## src/rtl/riscv_pkg.sv

```systemverilog
// Shared constants and types for the RISC-V front end.
package riscv_pkg;

    localparam int              ADDR_W    = 16;
    localparam int              INSTR_W   = 32;
    localparam logic [15:0]     RESET_PC  = 16'h0000;
    localparam logic [31:0]     INSTR_NOP = 32'h0000_0013;
    localparam int              PC_INC    = 4;

    typedef enum logic {
        ST_RESET = 1'b0,
        ST_RUN   = 1'b1
    } fetch_state_e;

endpackage

```

## src/rtl/riscv_fetch_fifo.sv

```systemverilog
// Synchronous instruction buffer with flush and a registered head word.
module riscv_fetch_fifo #(
    parameter int  DATA_W = 48,
    parameter int  DEPTH  = 2,
    localparam int PTR_W  = $clog2(DEPTH),
    localparam int CNT_W  = $clog2(DEPTH + 1)
) (
    input  logic              CLK,
    input  logic              RST,
    input  logic              push,
    input  logic [DATA_W-1:0] push_data,
    input  logic              pop,
    input  logic              flush,
    output logic [CNT_W-1:0]  count,
    output logic              empty,
    output logic              full,
    output logic [DATA_W-1:0] head
);

    logic [DATA_W-1:0] mem [DEPTH];
    logic [PTR_W-1:0]  rd_ptr;
    logic [PTR_W-1:0]  wr_ptr;
    logic [PTR_W-1:0]  rd_ptr_nxt;
    logic [CNT_W-1:0]  cnt_after_pop;
    logic              do_pop;
    logic              do_push;

    assign empty         = (count == '0);
    assign full          = (count == CNT_W'(DEPTH));
    assign do_pop        = pop & ~empty;
    assign do_push       = push & (~full | do_pop);
    assign cnt_after_pop = count - CNT_W'(do_pop);
    assign rd_ptr_nxt    = rd_ptr + PTR_W'(do_pop);

    always_ff @(posedge CLK) begin
        if (do_push) begin
            mem[wr_ptr] <= push_data;
        end
    end

    // The head register is loaded with whatever will sit at the read pointer
    // after this cycle, so the output is registered without a bubble.
    always_ff @(posedge CLK) begin
        if (!RST || flush) begin
            rd_ptr <= '0;
            wr_ptr <= '0;
            count  <= '0;
            head   <= '0;
        end else begin
            rd_ptr <= rd_ptr_nxt;
            if (do_push) begin
                wr_ptr <= wr_ptr + PTR_W'(1);
            end
            count <= cnt_after_pop + CNT_W'(do_push);
            if (cnt_after_pop != '0) begin
                head <= mem[rd_ptr_nxt];
            end else if (do_push) begin
                head <= push_data;
            end
        end
    end

endmodule

```

## src/rtl/riscv_fetch.sv

```systemverilog
// Instruction fetch: sequential PC, credit-limited imem requests, redirect/discard tracking.
module riscv_fetch #(
    parameter int                ADDR_W     = riscv_pkg::ADDR_W,
    parameter logic [ADDR_W-1:0] RESET_PC   = ADDR_W'(riscv_pkg::RESET_PC),
    parameter int                FIFO_DEPTH = 2
) (
    input  logic              CLK,
    input  logic              RST,
    output logic              imem_req,
    output logic [ADDR_W-1:0] imem_addr,
    input  logic              imem_gnt,
    input  logic              imem_rvalid,
    input  logic [31:0]       imem_rdata,
    input  logic              redirect_valid,
    input  logic [ADDR_W-1:0] redirect_pc,
    output logic              if_valid,
    input  logic              if_ready,
    output logic [31:0]       if_instr,
    output logic [ADDR_W-1:0] if_pc
);

    import riscv_pkg::*;

    localparam int CNT_W  = $clog2(FIFO_DEPTH + 1);
    localparam int FIFO_W = ADDR_W + INSTR_W;

    function automatic logic [ADDR_W-1:0] pc_next(input logic [ADDR_W-1:0] pc);
        return pc + ADDR_W'(PC_INC);
    endfunction

    function automatic logic [ADDR_W-1:0] pc_align(input logic [ADDR_W-1:0] pc);
        return pc & ~ADDR_W'(3);
    endfunction

    fetch_state_e      state_q;
    fetch_state_e      state_d;
    logic              rsp_en;

    logic [ADDR_W-1:0] pc_q;
    logic [ADDR_W-1:0] resp_pc_q;
    logic [CNT_W-1:0]  outstanding_q;
    logic [CNT_W-1:0]  outstanding_d;
    logic [CNT_W-1:0]  discard_q;
    logic [CNT_W:0]    in_use;

    logic              issue;
    logic              rsp_accept;
    logic              rsp_keep;
    logic              fifo_push;
    logic              fifo_pop;
    logic [CNT_W-1:0]  fifo_count;
    logic              fifo_empty;
    logic              fifo_full;
    logic [FIFO_W-1:0] fifo_head;

    // Responses are only honoured once a full cycle of RUN has elapsed, so a
    // reply to a request issued before reset cannot slip into the new stream.
    always_comb begin
        state_d = state_q;
        rsp_en  = 1'b0;
        case (state_q)
            ST_RESET: begin
                rsp_en  = 1'b0;
                state_d = RST ? ST_RUN : ST_RESET;
            end
            ST_RUN: begin
                rsp_en  = 1'b1;
                state_d = RST ? ST_RUN : ST_RESET;
            end
            default: state_d = ST_RESET;
        endcase
    end

    always_ff @(posedge CLK) begin
        if (!RST) begin
            state_q <= ST_RESET;
        end else begin
            state_q <= state_d;
        end
    end

    assign in_use     = {1'b0, fifo_count} + {1'b0, outstanding_q};
    assign imem_req   = RST & ~redirect_valid & (in_use < (CNT_W+1)'(FIFO_DEPTH));
    assign imem_addr  = pc_q;
    assign issue      = imem_req & imem_gnt;
    assign rsp_accept = imem_rvalid & rsp_en & (outstanding_q != '0);
    assign rsp_keep   = rsp_accept & (discard_q == '0) & ~redirect_valid;

    assign outstanding_d = outstanding_q + CNT_W'(issue) - CNT_W'(rsp_accept);

    // On a redirect every request still in flight after this cycle belongs to
    // the abandoned path, so the discard count is simply the new outstanding.
    always_ff @(posedge CLK) begin
        if (!RST) begin
            pc_q          <= RESET_PC;
            resp_pc_q     <= RESET_PC;
            outstanding_q <= '0;
            discard_q     <= '0;
        end else begin
            outstanding_q <= outstanding_d;
            if (redirect_valid) begin
                pc_q      <= pc_align(redirect_pc);
                resp_pc_q <= pc_align(redirect_pc);
                discard_q <= outstanding_d;
            end else begin
                if (issue) begin
                    pc_q <= pc_next(pc_q);
                end
                if (rsp_keep) begin
                    resp_pc_q <= pc_next(resp_pc_q);
                end
                if (rsp_accept && (discard_q != '0)) begin
                    discard_q <= discard_q - CNT_W'(1);
                end
            end
        end
    end

    assign fifo_pop  = if_valid & if_ready;
    assign fifo_push = rsp_keep & (~fifo_full | fifo_pop);

    riscv_fetch_fifo #(
        .DATA_W (FIFO_W),
        .DEPTH  (FIFO_DEPTH)
    ) u_fifo (
        .CLK       (CLK),
        .RST       (RST),
        .push      (fifo_push),
        .push_data ({resp_pc_q, imem_rdata}),
        .pop       (fifo_pop),
        .flush     (redirect_valid),
        .count     (fifo_count),
        .empty     (fifo_empty),
        .full      (fifo_full),
        .head      (fifo_head)
    );

    assign if_valid = ~fifo_empty;
    assign if_pc    = fifo_head[FIFO_W-1:INSTR_W];
    assign if_instr = fifo_head[INSTR_W-1:0];

endmodule

```

## config.mk

```make
export PLATFORM = sky130hd
export DESIGN_NAME = riscv_fetch
export DESIGN_NICKNAME = d
export VERILOG_FILES = /design/src/rtl/riscv_pkg.sv /design/src/rtl/riscv_fetch_fifo.sv /design/src/rtl/riscv_fetch.sv
export SDC_FILE = /design/constraint.sdc
export NUM_CORES = 1
export LEC_CHECK = 0
export BUFFER_PORTS_ARGS = -buffer_cell sky130_fd_sc_hd__buf_2
export CAP_MARGIN = 20
export CORE_UTILIZATION = 25
export CTS_BUF_LIST = sky130_fd_sc_hd__clkbuf_8
export DETAILED_ROUTE_END_ITERATION = 12
export GPL_ROUTABILITY_DRIVEN = 0
export PLACE_DENSITY = 0.49
export SKIP_LAST_GASP = 1
export SLEW_MARGIN = 20
export SYNTH_ARGS = -nofsm -noshare
export SYNTH_HDL_FRONTEND = slang
export SYNTH_SLANG_ARGS = --single-unit
```

## constraint.sdc

```tcl
create_clock -name CLK -period 13.1 [get_ports CLK]
set_clock_uncertainty 0.1 [all_clocks]
set_input_delay 0.655 -clock CLK [delete_from_list [all_inputs] [get_ports CLK]]
set_output_delay 0.655 -clock CLK [all_outputs]
set_load 0.1 [all_outputs]
```

==> key figures <==
Status
  • Outcome: finished clean

Cells and area
  • Antenna diodes: 0
  • Commonest non-fill, non-tap cell in the layout: buf_2
  • Layout area overhead: 19.06%
  • Most frequent cells in the layout: 113 x buf_2, 96 x mux2i_1, 92 x edfxtp_1
  • Fin area: 8339 um^2
  • Share of cells above drive strength 1: 0.2542
  • Final #Nets: 698

Hold path
  • Worst hold-check path type: in2reg
  • Hold path start: imem_rdata[9]
  • Endpoint, Worst Hold: u_fifo.mem[0][9]
  • Worst hold stages: 1

Logic synthesis
  • Area share of the largest cell type after synthesis: 0.3944
  • Synth unique cells: 48
  • Syn_area_per_cell: 13.37 um^2
  • Synth warn: 0
  • Post-synth EDFFs: 92
  • Synthesized area: 7004 um^2
  • Synth async-reset ratio: 0
  • Leading post-synthesis cells by cell area: edfxtp_1 39%, dfxtp_1 24%, mux2i_1 14%
  • Synthesized instance count: 524
  • Main synth FF type: edfxtp_1
  • Cell taking the most area after synthesis: edfxtp_1
  • Number of synthesized register bits: 175
  • Seq/Total Area, Yosys: 0.6317

Floorplan
  • Core Region: 27250 um^2
  • Total die area: 28690 um^2
  • Core Rows: 60
  • Die width: 169.4 um
  • Die height: 169.4 um
  • Initial core utilization: 0.2570
  • IO Pins: 120

Setup path
  • FF-to-FF Start: discard_q[0]
  • Largest stage delay on the critical path: 0.73 ns
  • R2r worst-path depth: 7
  • Crit path DAT: 3.42 ns
  • Startpoint type of the worst setup path: flop
  • R2R Setup Slk: 9.67 ns
  • Crit Path Max Fanout: 49
  • Crit path required time: 13.09 ns
  • Critical R2R Capture: u_fifo.mem[1][39]
  • CP Class: reg2reg
  • Endpoint class of the critical path: flop
  • Critical-path cell list: inv_1 > ha_1 > o2111ai_4 > nor3_4 > buf_4 > and2_2 > buf_4
  • Critical path's slowest cell: buf_4
  • CP most frequent cell: buf_4

Routing
  • DRC Markers: 0
  • Vias per inst: 4.403
  • Total wire length: 16040 um
  • Detailed-route via count: 4495
  • 1st-pass router iterations: 4
  • Routed length per instance: 15.71 um
  • DRC violation total after the first TritonRoute iteration: 188
  • Post-route antenna net violation count: 0

Timing
  • Hold slack: 0.2967 ns
  • FMAX: 291.6 MHz
  • Period utilization: 0.2618
  • TNS Setup: 0 ns
  • Fin. max-slew vios: 0
  • Slew HR: 0.3904
  • Final setup violation count: 0
  • Worst-margin pin slew: 0.9144 ns
  • RSZ-0062 raised after global routing: false
  • Final Hold Viols: 0
  • Tmin final: 3.429 ns

Clocking
  • CTS max path bufs: 2
  • Clock-pin slew on the worst setup and hold paths: 0.10 ns
  • Buffer count from post-CTS setup fixing: 0
  • Worst skew pair latency: 0.46 ns
  • Clock sink count: 175
  • Clock tree from TritonCTS: built
  • Cts hold-fix bufs: 0
  • Root Buffer: clkbuf_8
  • H-tree depth: 4
  • Total CTS buffers: 17
  • CTS-repair resized insts: 0

GRT
  • GRT Total Usage: 0.1150
  • Global routing's busiest layer: met2
  • Vias in the first global route: 4413
  • Largest net degree at the start of global routing: 50
  • GRT overflow: 0
  • M2 GR Usage: 0.1843
  • Met3 usage: 0.03731
  • First-pass GRT wire length: 24850 um
  • Initial antenna violation count: 0
  • Grt met1 use: 0.1485

Placed design
  • Port bufs: 113
  • HPWL after DPL: 10060 um
  • DP Area: 7979 um^2

Pwr
  • Pwr dens: 126.5 nW/um^2
  • Leak: 0.003238 uW
  • Worst vdd ir: 39.97 uV

Run
  • Max Cap Viol: 0
[layer usage]
metal	vias to the layer above	share of wire
met5	-	0
met4	0	0.011
met3	15	0.054
met2	124	0.44
met1	2148	0.49
li1	2208	-
[power breakdown]
part / internal (uW) / switching, uW
clock: 140 / 211
sequential: 588 / 13.9
combinational: 26.9 / 75.0
total: 755 / 300
[cell families (layout without fill, tap and decap cells)]
group,after synthesis,count (layout),share of synthesized area
DFF,175,175,0.6317
AOI/OAI and AO/OA,98,98,0.08700
muxes,96,96,0.1372
and+or+nand+nor,79,79,0.06788
buffers and inverters,40,162,0.02662
xor gates and xnor gates,27,27,0.03376
adders and majority gates,8,8,0.01536
other,1,4,0.0005354
[cell usage after synthesis (all sizes together) (3+ instances only)]
| cell type | instances |
|---|---|
| nor4 | 7 |
| edfxtp | 92 |
| dfxtp | 83 |
| buf | 15 |
| mux2i | 96 |
| nand2b | 4 |
| o21ai | 19 |
| a31oi | 4 |
| ha | 7 |
| nand3 | 9 |
| nor2 | 6 |
| xor2 | 10 |
| nand2 | 13 |
| inv | 9 |
| nor3 | 5 |
| or3 | 3 |
| o22ai | 46 |
| and2 | 7 |
| a21oi | 20 |
| xnor2 | 17 |
| and3 | 3 |
| nand4 | 11 |
| clkbuf | 15 |
[through the flow]
step / setup WS [ns] / utilization / cells / total power, uW
4_1_cts: 9.568 / 0.3060 / 1021 / 1073
2_1_floorplan: 6.921 / - / 527 / 688.3
5_1_grt: 9.391 / 0.3060 / 1021 / 1103
3_3_place_gp: 9.542 / 0.2928 / 989 / 717.0
6_report: 9.671 / 0.3060 / 1021 / 1055
3_5_place_dp: 9.498 / 0.2928 / 989 / 717.6
[flip-flops by register name (all words and copies together), names as in the netlist]
signal and cells:
u_fifo.mem 92, resp_pc_q 14, outstanding_q 2, state_q 1, u_fifo.count 2, imem_addr 14, u_fifo.wr_ptr 1, u_fifo.head 46
u_fifo.rd_ptr 1, discard_q 2
[critical path: cells and delay by family, from the launching register on]
| kind | cells | cell delay [ns] |
|---|---|---|
| buffers and inverters | 3 | 1.34 |
| AND/OR/NAND/NOR | 2 | 0.71 |
| adder cells (fa/ha/maj) | 1 | 0.32 |
| flip-flops | 1 | 0.31 |
| AO/OA/AOI/OAI | 1 | 0.26 |
[how the worst max path moves through the flow]
stage	startpoint	slack [ns]	endpoint	cells past startpoint
floorplan	redirect_valid	6.92	u_fifo.mem[0][0]	3
global placement	imem_rvalid	9.54	u_fifo.mem[1][39]	6
detailed placement	imem_rvalid	9.50	u_fifo.mem[1][30]	6
CTS	discard_q[0]	9.57	u_fifo.mem[1][39]	7
global route	discard_q[0]	9.39	u_fifo.mem[1][21]	7
finish	discard_q[0]	9.67	u_fifo.mem[1][39]	7
[final cells by class]
type,count,area (um^2)
Clock buffer,18,247.7
Inverter,10,37.54
Clock inverter,14,112.6
Fill cell,2809,18910
Multi-Input combinational cell,312,2434
Tap cell,372,465.4
Timing Repair Buffer,120,618.1
Sequential cell,175,4424
Power figures use the tool's default switching activity.
